`config.mk`:
```
export PLATFORM = sky130hd
export DESIGN_NAME = seq_fixed_multiplier
export DESIGN_NICKNAME = d
export VERILOG_FILES = /design/src/rtl/seq_fixed_multiplier.sv
export SDC_FILE = /design/constraint.sdc
export NUM_CORES = 1
export LEC_CHECK = 0
export ABC_AREA = 1
export CORE_ASPECT_RATIO = 0.6
export CORE_MARGIN = 2
export CORE_UTILIZATION = 49
export CTS_BUF_LIST = sky130_fd_sc_hd__clkbuf_2 sky130_fd_sc_hd__clkbuf_4 sky130_fd_sc_hd__clkbuf_8
export CTS_CLUSTER_SIZE = 8
export DETAILED_ROUTE_END_ITERATION = 10
export MAX_ROUTING_LAYER = met4
export PLACE_DENSITY = 0.78
export SYNTH_ARGS = -nofsm -noshare
export SYNTH_HDL_FRONTEND = slang
export SYNTH_SLANG_ARGS = --single-unit
```
`constraint.sdc`:
```
create_clock -name clk -period 1.84 [get_ports clk]
set_input_delay 0.184 -clock clk [delete_from_list [all_inputs] [get_ports clk]]
set_output_delay 0.184 -clock clk [all_outputs]
set_load 0.1 [all_outputs]
```
`src/rtl/seq_fixed_multiplier.sv`:
```
// Sequential unsigned shift-add fixed-point multiplier: one start/done handshake,
// WIDTH iterations per operation, product truncated by FRAC bits with overflow flag.
module seq_fixed_multiplier #(
  parameter int unsigned WIDTH = 10,
  parameter int unsigned FRAC  = 0
) (
  input  logic             clk,
  input  logic             rst,
  input  logic             start,
  input  logic [WIDTH-1:0] in_A,
  input  logic [WIDTH-1:0] in_B,
  output logic             busy,
  output logic             done,
  output logic [WIDTH-1:0] p_out,
  output logic             ovf
);

  localparam int unsigned CNT_W = $clog2(WIDTH + 1);
  localparam int unsigned PW    = 2 * WIDTH;

  typedef enum logic [1:0] {
    S_IDLE = 2'd0,
    S_MULT = 2'd1,
    S_DONE = 2'd2
  } state_t;

  state_t             state_q, state_d;
  logic [WIDTH-1:0]   a_q, a_d;
  logic [WIDTH:0]     acc_q, acc_d;
  logic [WIDTH-1:0]   q_q, q_d;
  logic [CNT_W-1:0]   cnt_q, cnt_d;
  logic               busy_q, busy_d;
  logic               done_q, done_d;
  logic [WIDTH:0]     sum;
  logic [PW-1:0]      prod;

  // State and datapath registers; reset has priority over everything.
  always_ff @(posedge clk) begin
    if (rst) begin
      state_q <= S_IDLE;
      a_q     <= '0;
      acc_q   <= '0;
      q_q     <= '0;
      cnt_q   <= '0;
      busy_q  <= 1'b0;
      done_q  <= 1'b0;
    end else begin
      state_q <= state_d;
      a_q     <= a_d;
      acc_q   <= acc_d;
      q_q     <= q_d;
      cnt_q   <= cnt_d;
      busy_q  <= busy_d;
      done_q  <= done_d;
    end
  end

  // Next-state, iteration datapath and registered status decode.
  always_comb begin
    state_d = state_q;
    a_d     = a_q;
    acc_d   = acc_q;
    q_d     = q_q;
    cnt_d   = cnt_q;
    sum     = acc_q + (WIDTH + 1)'(q_q[0] ? a_q : '0);

    case (state_q)
      S_IDLE, S_DONE: begin
        if (start) begin
          a_d     = in_A;
          q_d     = in_B;
          acc_d   = '0;
          cnt_d   = '0;
          state_d = S_MULT;
        end else begin
          state_d = S_IDLE;
        end
      end
      S_MULT: begin
        {acc_d, q_d} = {sum, q_q} >> 1;
        cnt_d        = cnt_q + CNT_W'(1);
        if (cnt_q == CNT_W'(WIDTH - 1)) begin
          state_d = S_DONE;
        end
      end
      default: begin
        state_d = S_IDLE;
      end
    endcase

    busy_d = (state_d == S_MULT);
    done_d = (state_d == S_DONE);
  end

  // Carry bit is provably zero once iterations finish; folding it in keeps it observed.
  assign prod  = {acc_q[WIDTH-1:0], q_q};
  assign p_out = prod[WIDTH+FRAC-1:FRAC];
  assign ovf   = acc_q[WIDTH] | (|prod[PW-1:WIDTH+FRAC]);
  assign busy  = busy_q;
  assign done  = done_q;

endmodule

```
Word level (Yosys, flattened, before mapping)
Cells that the tools add are included.
- input bits: 23
- bits in writable memories: 0
- bits in read-only memories: 0
- output and inout bits: 13
- latch bits: 0
- memories: 0
- register bits: 39
- order comparisons: 0
- $add $sub $neg: 2
- $mul: 0
- bitwise operators: 1
- shift operators: 0
- eq/ne operators: 6
- div/mod/pow operators: 0
- multiplexer cells: 10
- reduce and logical (&&, ||, !) cells: 6
- operators by type and width (cell ; count):
    one-hot mux 11 bit (2 select lines) ; 1
    2-to-1 mux 10 bit ; 2
    one-hot mux 10 bit (2 select lines) ; 1
    adder 11 x 10 -> 11 bit ; 1
    2-to-1 mux 11 bit ; 1
    OR reduction 10 bit ; 1
    one-hot mux 4 bit (2 select lines) ; 1
    adder 4 x 1 -> 4 bit (second input constant) ; 1
    equality test 2 x 1 -> 1 bit (second input constant) ; 2
    equality test 2 bit (second input constant) ; 2
    equality test 4 bit (second input constant) ; 1
    2-to-1 mux 4 bit ; 1
    one-hot mux 2 bit (2 select lines) ; 1
    AND reduction 2 bit ; 2
    logical NOT 2 bit ; 1
    2-to-1 mux 2 bit ; 1
    inequality test 2 bit (second input constant) ; 1
    nonzero test 2 bit ; 1
    OR reduction 2 bit ; 1
    2-to-1 mux 1 bit ; 1
    bitwise OR 1 bit ; 1

Depth between registers and ports, before layout
Gate-level depths: netlist of the first run.
- depth after elaboration: 4
- depth in mapped cells: 14

Least setup slack after synthesis of the first run
No wires, ideal clock.
- path type: register to register
- from: register q_q[0] (netlist: p_out[0])
- to: register acc_q[7]
- path slack: -0.571 ns
- data required time: 1.727 ns
- path buffers: 1
- period minus slack after synthesis: 2.411 ns
- arrival: 2.298 ns
- stages on the path, launching flop included: 15
- cells stage by stage: dfxtp_1 > clkbuf_1 > nand2_1 > inv_1 > ha_1 > fa_1 > nand2_1 > nand3_1 > nand2_1 > inv_1 > nand2_1 > nand2_1 > nand2_1 > nand3_1 > nand2_1
- longest elaborated chain between the ends: 3
- ends and longest elaborated chain (element ; RTL line ; source):
    from (decl) ; 30 ; logic [WIDTH-1:0] q_q, q_d;
    from (signal assigned) ; 51 ; q_q <= q_d;
    2-to-1 mux 10 bit ; 65 ; sum = acc_q + (WIDTH + 1)'(q_q[0] ? a_q : '0);
    adder 11 x 10 -> 11 bit ; 65 ;
    one-hot mux 11 bit (2 select lines) ; 67 ; case (state_q)
    to (signal assigned) ; 42 ; acc_q <= '0;
    to (signal assigned) ; 50 ; acc_q <= acc_d;
    to (decl) ; 29 ; logic [WIDTH:0] acc_q, acc_d;
No other way between the ends.
A chain may end at the register's enable or synchronous reset.

Worst setup path in the final report of the first run
- from: register q_q[0] (netlist: p_out[0])
- to: register acc_q[8]
The elaborated chain is that of the path after synthesis.

==> impl_metrics.ini, run 1 <==
[global_route]
overflow = 0
grt_usage_pct = 23.7
antenna_found_initial = 0
grt_pass1_wl_mm = 8.01
first_global_vias = 1678
grt_max_degree = 22

[layout]
utilization_pct = 63.8
antenna_cells = 0
finish.instance_area_sq_um = 2580
syn2layout_area_growth_pct = 26.8
nNetsFinal = 368
final_cells = 383
drive_gt1_share_pct = 15.3
nFillCells = 361

[floorplanning]
initial_utilization_pct = 50.3
placementRows = 18
die-height_um = 54.0
die_area_sq_um = 4710
io_pins = 36
die_x_um = 87.3
core_area_sq_um = 4050

[power_and_ir_drop]
clkPwrFrac_pct = 30.6
leakage_nw = 1.22
p_sw_uw = 607
pwr-share-comb_pct = 21.5
p_per_area_nw_per_um2 = 725
totalPowerFinal_mw = 1.87
p_int_mw = 1.27
swShare_pct = 32.4
ir_worst_vdd_mv = 0.503
seq_power_share_pct = 47.9

[worst_setup_path]
path_buf_inv = 2
crit_slowest_cell = dfxtp_4
worst_setup_path_end_kind = flip-flop
start_kind = flip-flop
critPathMaxStageDelay_ns = 0.38
crit_type = flip-flop to flip-flop
crit_fanout = 7
cp_common_cell = nand2_1
crit_arrival_ns = 1.89
cp.required_ns = 2.03
crit_chain = clkbuf_4 -> nand2_1 -> inv_1 -> ha_1 -> nand2_1 -> nor2_1 -> nand3_1 -> nand3_1 -> nand2_1 -> nand3_1 -> nand2_1
crit_family = simple AND/OR/NAND/NOR gates

[place]
io_buffers = 35
pre_cts_slack_ns = 0.125
dp.cells = 372
dpl_cell_area_sq_um = 2440
dp_hpwl_mm = 3.92
gp_congestion = 0.936

[sta]
rsz0062_at_grt = false
finalWorstPathRequiredPeriod_ns = 1.70
slew_violations = 0
setup_ws_ns = 0.142
hold_slack_ns = 0.466
slew_headroom_pct = 75.5
setup_viol = 0
finClkSkew_ns = 0.00513
setup_tns_ns = 0
hold_viol = 0
max_freq_mhz = 589
worst_slew_pin_slew_ns = 0.367
period_share_pct = 92.3

[yosys]
ys_types = 30
ys_seq_area_share_pct = 37.3
yosys_warnings = 0
ys_seq_elements = 38
synth_top_area_share_pct = 37.3
synth_area_leaders = dfxtp_1, nand2_1, ha_1, nor2_1, inv_1
syn-num-nets = 327
synth_cells = 291
synth.cell_area_sq_um = 2040
syn_avg_cell_area_sq_um = 7.00
yosys.area.top_type = dfxtp_1

[min_path]
hp-class = input port to flip-flop

[routing]
routed_wl_mm = 5.30
wl_per_cell_um = 13.8
drt_iter0_drc = 128
dr.pass1.iters = 4
via_per_inst = 5.23
vias = 2003
antenna_left = 0
drc = 0

[clock_network]
h-tree-depth = 2
cts_buffers = 5
clk_pin_slew_ns = 0.08
clock_latency_ns = 0.29
cts_sinks = 38
root_buffer = clkbuf_8
clock_path_buffers = 2
cts_tree = built
ctsHoldBuffers = 0

[status]
status = complete, no violations

[run]
max-cap-violations = 0
==> cells in the mapped netlist <==
master / count
nand2_1: 80
dfxtp_1: 38
nand3_1: 14
ha_1: 12
inv_2: 1
inv_1: 35
nor2_2: 1
nor2_1: 36
buf_4: 2
nor2_4: 1
clkbuf_1: 3
a31oi_1: 6
nand3b_1: 3
o21ai_0: 22
o22ai_1: 2
o311a_1: 1
a211oi_1: 1
clkbuf_2: 1
xnor2_1: 1
nand2_4: 3
buf_2: 1
nor4_1: 2
a32oi_1: 1
o21ai_2: 4
nand4_1: 3
inv_4: 2
a21oi_1: 10
fa_1: 1
o21bai_1: 2
a21oi_2: 2
==> layer usage <==
layer  GRT usage (%)  up-vias  wire [um]
met5               -        -          0
met4            6.67        0         14
met3            5.52        2        390
met2            28.5       67       2060
met1            37.4      911       2830
li1                -     1023          -
==> final cells by class <==
type                    instances  area [sq um]  area share (%)
clock buffers                   6          76.3            2.95
multi-input cells             208          1150            44.4
repair buffers                 41           375            14.5
clock inverters                 2          10.0           0.387
well taps                      50          62.6            2.42
flip-flops and latches         38           764            29.6
inverters                      38           148            5.71
==> flip-flops by register name, indices dropped and copies added, names as in the netlist <==
signal and flops:
a_q 10, acc_q 10, busy 1, cnt_q 4
done 1, p_out 10, state_q 2
==> cells in the final DEF (no fill, tap or decap), types with 2 or more instances in the layout <==
cell,Yosys,layout
nand2_1,80,78
dfxtp_1,38,37
nor2_1,36,36
inv_1,35,34
clkdlybuf4s50_1,0,22
o21ai_0,22,21
buf_4,2,17
nand3_1,14,14
a21oi_1,10,9
ha_1,12,9
a31oi_1,6,6
clkbuf_8,0,5
o21ai_2,4,4
nand4_1,3,3
nand2_4,3,3
a21oi_2,2,3
nand3b_1,3,3
ha_4,0,3
nand2_2,0,2
inv_2,1,2
inv_4,2,2
o21bai_1,2,2
o22ai_1,2,2
clkinv_2,0,2
clkbuf_4,0,2
==> power by group through the flow <==
stage / Combinational, mW / Sequential [mW] / Clock [mW]
global route: 0.431 / 0.901 / 0.624
CTS: 0.394 / 0.898 / 0.583
detailed placement: 0.391 / 0.916 / 0
finish: 0.403 / 0.897 / 0.574
global placement: 0.390 / 0.915 / 0
floorplan: 0.149 / 1.03 / 0
==> path summary, 6_finish.rpt <==
| check | startpoint | to | cells after the start | slack (ns) |
|---|---|---|---|---|
| worst min register to register | cnt_q[3] | cnt_q[3] | 1 | 0.48 |
| worst max-delay path | p_out[0] | acc_q[8] | 11 | 0.14 |
| worst min-delay path | in_B[8] | p_out[8] | 3 | 0.47 |
| worst max register to register | p_out[0] | acc_q[8] | 11 | 0.14 |
==> what timing repair did <==
action / 4_1_cts / 5_1_grt
gates resized for setup: 0 / 6
buffers inserted: 0 / 3
endpoints found under the setup margin: 0 / 2
==> kinds of logic after synthesis <==
group | count (synthesis) | share of synthesized area [%]
DFF | 38 | 37.3
and+or+nand+nor | 143 | 30.0
xor gates and xnor gates | 1 | 0.430
buffers and inverters | 45 | 9.02
adders and majority gates | 13 | 8.35
AOI/OAI and AO/OA | 51 | 14.9
==> worst register-to-register path, cell delays in order, from the launching register on <==
cell and delay, ns:
dfxtp_4 0.38, clkbuf_4 0.17, nand2_1 0.07, inv_1 0.04
ha_1 0.30, nand2_1 0.09, nor2_1 0.16, nand3_1 0.13
nand3_1 0.10, nand2_1 0.05, nand3_1 0.06, nand2_1 0.05
Note: power is estimated with default switching activity, not from simulation.
==> run 2: changes to the inputs <==
--- a/config.mk
+++ b/config.mk
@@ -8,12 +8,13 @@
 export ABC_AREA = 1
 export CORE_ASPECT_RATIO = 0.6
 export CORE_MARGIN = 2
-export CORE_UTILIZATION = 49
+export CORE_UTILIZATION = 54
 export CTS_BUF_LIST = sky130_fd_sc_hd__clkbuf_2 sky130_fd_sc_hd__clkbuf_4 sky130_fd_sc_hd__clkbuf_8
 export CTS_CLUSTER_SIZE = 8
 export DETAILED_ROUTE_END_ITERATION = 10
+export GPL_TIMING_DRIVEN = 1
 export MAX_ROUTING_LAYER = met4
-export PLACE_DENSITY = 0.78
+export PLACE_DENSITY = 0.82
 export SYNTH_ARGS = -nofsm -noshare
 export SYNTH_HDL_FRONTEND = slang
 export SYNTH_SLANG_ARGS = --single-unit
==> constraint.sdc (replaced) <==
create_clock -name clk -period 1.7 [get_ports clk]
set_input_delay 0.17 -clock clk [delete_from_list [all_inputs] [get_ports clk]]
set_output_delay 0.17 -clock clk [all_outputs]
set_load 0.1 [all_outputs]
==> run 2 against run 1 <==
Effect of this change: critical path depth down 1; hold slack worse by 0.021 ns; power up 19%; clock-buffer cell count down 1; routed wire length up 9.2%; maximum frequency up 2.0%; sequential share of layout area down 2.5 points; largest cell class unchanged.
==> impl_metrics.ini, run 2 (synthesis results as in run 1) <==
[sta]
period_share_pct = 97.9
setup_ws_ns = 0.0352
worst_slew_pin_slew_ns = 0.291
setup_viol = 0
setup_tns_ns = 0
slew_violations = 0
rsz0062_at_grt = true
hold_viol = 0
max_freq_mhz = 601
finClkSkew_ns = 0.00668
finalWorstPathRequiredPeriod_ns = 1.66
slew_headroom_pct = 80.4

[place]
io_buffers = 35
gp_congestion = 0.970
pre_cts_slack_ns = -0.00191
dp_hpwl_mm = 4.17
dp.cells = 376

[floorplanning]
die_x_um = 83.3
die-height_um = 51.6
core_area_sq_um = 3640
initial_utilization_pct = 56.0
placementRows = 17
die_area_sq_um = 4300
io_pins = 36

[layout]
antenna_cells = 0
most-common-layout-cells = nand2_1, dfxtp_1, nor2_1, inv_1, buf_4
multiInputGateArea_sq_um = 1250
drive_gt1_share_pct = 24.5
syn2layout_area_growth_pct = 38.5
layout_commonest_cell = nand2_1
seq_area_sq_um = 764
nNetsFinal = 378
nFillCells = 261
final_cells = 390
utilization_pct = 77.6

[clock_network]
cts_tree = built
h-tree-depth = 2
root_buffer = clkbuf_8
clock_latency_ns = 0.30
cts_buffers = 5
clock_path_buffers = 2
cts_sinks = 38
clk_pin_slew_ns = 0.08

[worst_setup_path]
crit_end = acc_q[5]
ff2ff_setup_slack_ns = 0.04
crit_fanout = 7
crit_arrival_ns = 1.86
reg2reg_to = acc_q[5]
cp.required_ns = 1.90
start_kind = flip-flop
critPathLaunch = p_out[0]
crit_type = flip-flop to flip-flop
worst_setup_path_end_kind = flip-flop
r2r-start = p_out[0]
reg2regPathDepth = 10

[routing]
drt_iter0_drc = 142
drc = 0
via_per_inst = 5.35
vias = 2088
routed_wl_mm = 5.78
antenna_left = 0
wl_per_cell_um = 14.8
dr.pass1.iters = 4

[min_path]
hp-class = input port to flip-flop
hold_depth = 3

[power_and_ir_drop]
p_sw_uw = 699
p_int_mw = 1.54
swShare_pct = 31.3
seq_power_share_pct = 43.5
ir_worst_vdd_mv = 0.760
leakage_nw = 1.33
totalPowerFinal_mw = 2.24
pwr-share-comb_pct = 21.4
p_per_area_nw_per_um2 = 793
clkPwrFrac_pct = 35.1

[global_route]
antenna_found_initial = 0
grtUsageMet2_pct = 43.8
overflow = 0
grt_use_met3_pct = 9.52
grt-busiest-layer = met2
first_global_vias = 1992
met1_usage_pct = 38.2
grt_usage_pct = 29.6
grt_pass1_wl_mm = 9.35
grt_max_degree = 22

[run]
max-cap-violations = 0

[status]
status = complete, no violations
-- run 2: cell types whose count changed in the layout (fill, tap and decap cells not counted), sizes merged --
cell      delta
bufinv       +1
buf         +11
clkbuf       -2
clkinv       -2
clkinvlp     +1
inv          +1
-- run 2: through the flow --
step           hold WS [ns]  cell area [sq um]
2_1_floorplan         0.305               2110
6_report              0.445               2820
4_1_cts               0.442               2690
5_1_grt               0.464               2820
3_3_place_gp          0.454               2560
3_5_place_dp          0.458               2560
-- run 2: how the worst min path moves through the flow --
stage,startpoint,to,slack (ns)
2_1_floorplan,in_A[0],a_q[0],0.30
3_3_place_gp,cnt_q[3],cnt_q[3],0.45
3_5_place_dp,cnt_q[3],cnt_q[3],0.46
4_1_cts,in_B[2],p_out[2],0.44
5_1_grt,in_B[2],p_out[2],0.46
6_report,in_B[8],p_out[8],0.45
-- run 2: timing repair --
item,CTS,global route
pin swaps,1,9
gates resized for setup,1,31
setup buffers,1,5
hold buffers,0,0
setup endpoints to repair,2,9
gates cloned,0,0
-- run 2: layout make-up --
| type | instances | share of cell area (%) |
|---|---|---|
| well taps | 47 | 2.08 |
| clock inverters | 3 | 1.55 |
| multi-input cells | 208 | 44.2 |
| repair buffers | 51 | 17.4 |
| inverters | 38 | 5.23 |
| flip-flops and latches | 38 | 27.1 |
| clock buffers | 5 | 2.44 |
-- run 2: power by group through the flow --
stage / Combinational, mW / Clock (mW) / Sequential [mW]
6_report: 0.479 / 0.785 / 0.974
5_1_grt: 0.510 / 0.829 / 0.981
4_1_cts: 0.459 / 0.792 / 0.975
3_5_place_dp: 0.452 / 0 / 0.995
3_3_place_gp: 0.444 / 0 / 0.993
2_1_floorplan: 0.165 / 0 / 1.12
-- run 2: metal layers --
layer  part of all wire (%)  vias up  wire, um
li1                       -     1040         -
met1                     46      938      2670
met2                     42       96      2400
met3                     10       14       588
met4                    2.1        0       123
met5                      0        -         0
-- run 2: critical path, stage by stage (launching register included) --
cell and delay, ns:
dfxtp_4 0.39, nand2_2 0.07, inv_2 0.04, ha_4 0.16, fa_2 0.39, nand2_2 0.08
nand3_2 0.07, nand4_1 0.14, nand3b_1 0.11, nand3_2 0.07, nand2_1 0.05
==> run 3: changes to the inputs <==
--- a/config.mk
+++ b/config.mk
@@ -6,7 +6,7 @@
 export NUM_CORES = 1
 export LEC_CHECK = 0
 export ABC_AREA = 1
-export CORE_ASPECT_RATIO = 0.6
+export CORE_ASPECT_RATIO = 1.1
 export CORE_MARGIN = 2
 export CORE_UTILIZATION = 54
 export CTS_BUF_LIST = sky130_fd_sc_hd__clkbuf_2 sky130_fd_sc_hd__clkbuf_4 sky130_fd_sc_hd__clkbuf_8
==> constraint.sdc (replaced) <==
create_clock -name clk -period 1.7 [get_ports clk]
set_input_delay 0.34 -clock clk [delete_from_list [all_inputs] [get_ports clk]]
set_output_delay 0.34 -clock clk [all_outputs]
set_load 0.1 [all_outputs]
==> run 3 against run 2 <==
Effect of this change: the run now ends with setup timing left; power fell by 6.7%; critical path depth fell by 7; clock skew fell by 0.0035 ns; register-to-register slack barely moved; highest routed layer unchanged; largest power group unchanged; cell count did not move; combinational power rose by 4%; sequential share of layout area fell by 0.53 points; clock-buffer cell count rose by 1; first-iteration DRC count rose by 2.1%; global-route usage fell by 3.9 points.
==> impl_metrics.ini, run 3 (synthesis results as in run 1) <==
[worst_setup_path]
r2r-start = p_out[0]
crit_slowest_cell = dfxtp_2
critPathMaxStageDelay_ns = 0.35
start_kind = flip-flop
crit_cells = 3
ff2ff_setup_slack_ns = 0.03
worst_setup_path_end_kind = output port
critPathLaunch = acc_q[3]
crit_chain = nor4_4 -> nand4_1 -> buf_12
crit_arrival_ns = 1.38
crit_type = flip-flop to output port
crit_end = ovf
reg2regPathDepth = 11
crit_fanout = 3
cp.required_ns = 1.36
reg2reg_to = acc_q[7]
path_buf_inv = 1
crit_family = simple AND/OR/NAND/NOR gates

[routing]
drc = 0
antenna_left = 0
dr.pass1.iters = 4
drt_iter0_drc = 145
wl_met2_mm = 2.67
via_per_inst = 5.24
vias = 2042
wl_per_cell_um = 13.6
wl_met3_um = 266
wl_met1_mm = 2.21
top_layer = met4
routed_wl_mm = 5.30

[sta]
max_freq_mhz = 582
slew_violations = 0
hold_viol = 0
worst_slew_pin_slew_ns = 0.306
setup_ws_ns = -0.0175
finalWorstPathRequiredPeriod_ns = 1.72
finClkSkew_ns = 0.00319
rsz0062_at_grt = true
hold_slack_ns = 0.474
setup_viol = 1
setup_tns_ns = -0.0175
period_share_pct = 101
slew_headroom_pct = 79.5

[layout]
layout_commonest_cell = nand2_1
syn2layout_area_growth_pct = 42.7
antenna_cells = 0
most-common-layout-cells = nand2_1, nor2_1, dfxtp_1, inv_1, clkdlybuf4s50_1
final_cells = 390
nNetsFinal = 376
drive_gt1_share_pct = 22.9
utilization_pct = 80.2
finish.instance_area_sq_um = 2910

[global_route]
grt_pass1_wl_mm = 8.26
antenna_found_initial = 0
grt_usage_pct = 25.8
grt_max_degree = 22
overflow = 0
first_global_vias = 1887

[power_and_ir_drop]
ir_worst_vdd_mv = 0.572
totalPowerFinal_mw = 2.09
p_per_area_nw_per_um2 = 718
leakage_nw = 1.34

[place]
dp.cells = 379
dpl_cell_area_sq_um = 2640
pre_cts_slack_ns = 0.0246
io_buffers = 35
gp_congestion = 0.887
dp_hpwl_mm = 3.75

[run]
max-cap-violations = 0

[clock_network]
cts_sinks = 38
h-tree-depth = 2
ctsHoldBuffers = 0
root_buffer = clkbuf_8
clk_pin_slew_ns = 0.07
clock_path_buffers = 2
cts_tree = built
clock_latency_ns = 0.29
cts_buffers = 5

[min_path]
hp-class = flip-flop to flip-flop

[floorplanning]
core_area_sq_um = 3630
die_area_sq_um = 4280
initial_utilization_pct = 56.2
placementRows = 23
io_pins = 36
die-height_um = 68.4
die_x_um = 62.6

[status]
status = finished with violations
violations = setup timing
==> run 3: cell type report <==
type,count,area (sq um)
Timing Repair Buffer,49,589
Tap cell,50,62.6
Clock buffer,6,76.3
Inverter,38,148
Sequential cell,38,772
Fill cell,268,718
Clock inverter,1,7.51
Multi-Input combinational cell,208,1250
==> run 3: report_power, final <==
part | total, mW | switching, mW | leakage (nW) | internal [mW]
clock | 0.610 | 0.313 | 0.0407 | 0.297
sequential | 0.981 | 0.0460 | 0.314 | 0.935
combinational | 0.498 | 0.302 | 0.982 | 0.196
==> run 3: per-layer routing <==
metal	vias up	track usage (%)
li1	1036	-
met1	933	27.8
met2	59	46.1
met3	14	6.25
met4	0	11.4
met5	-	-
==> run 3: worst min-delay path by stage <==
stage / cells past startpoint / start / endpoint
floorplan: 1 / cnt_q[3] / cnt_q[3]
finish: 1 / cnt_q[3] / cnt_q[3]
detailed placement: 1 / cnt_q[3] / cnt_q[3]
global route: 1 / cnt_q[3] / cnt_q[3]
CTS: 1 / cnt_q[3] / cnt_q[3]
global placement: 1 / cnt_q[3] / cnt_q[3]
==> run 3: timing repair <==
item | in CTS | in global routing
endpoints found under the setup margin | 2 | 9
gates resized for setup | 6 | 30
pin swaps | 4 | 9
buffers inserted | 0 | 4
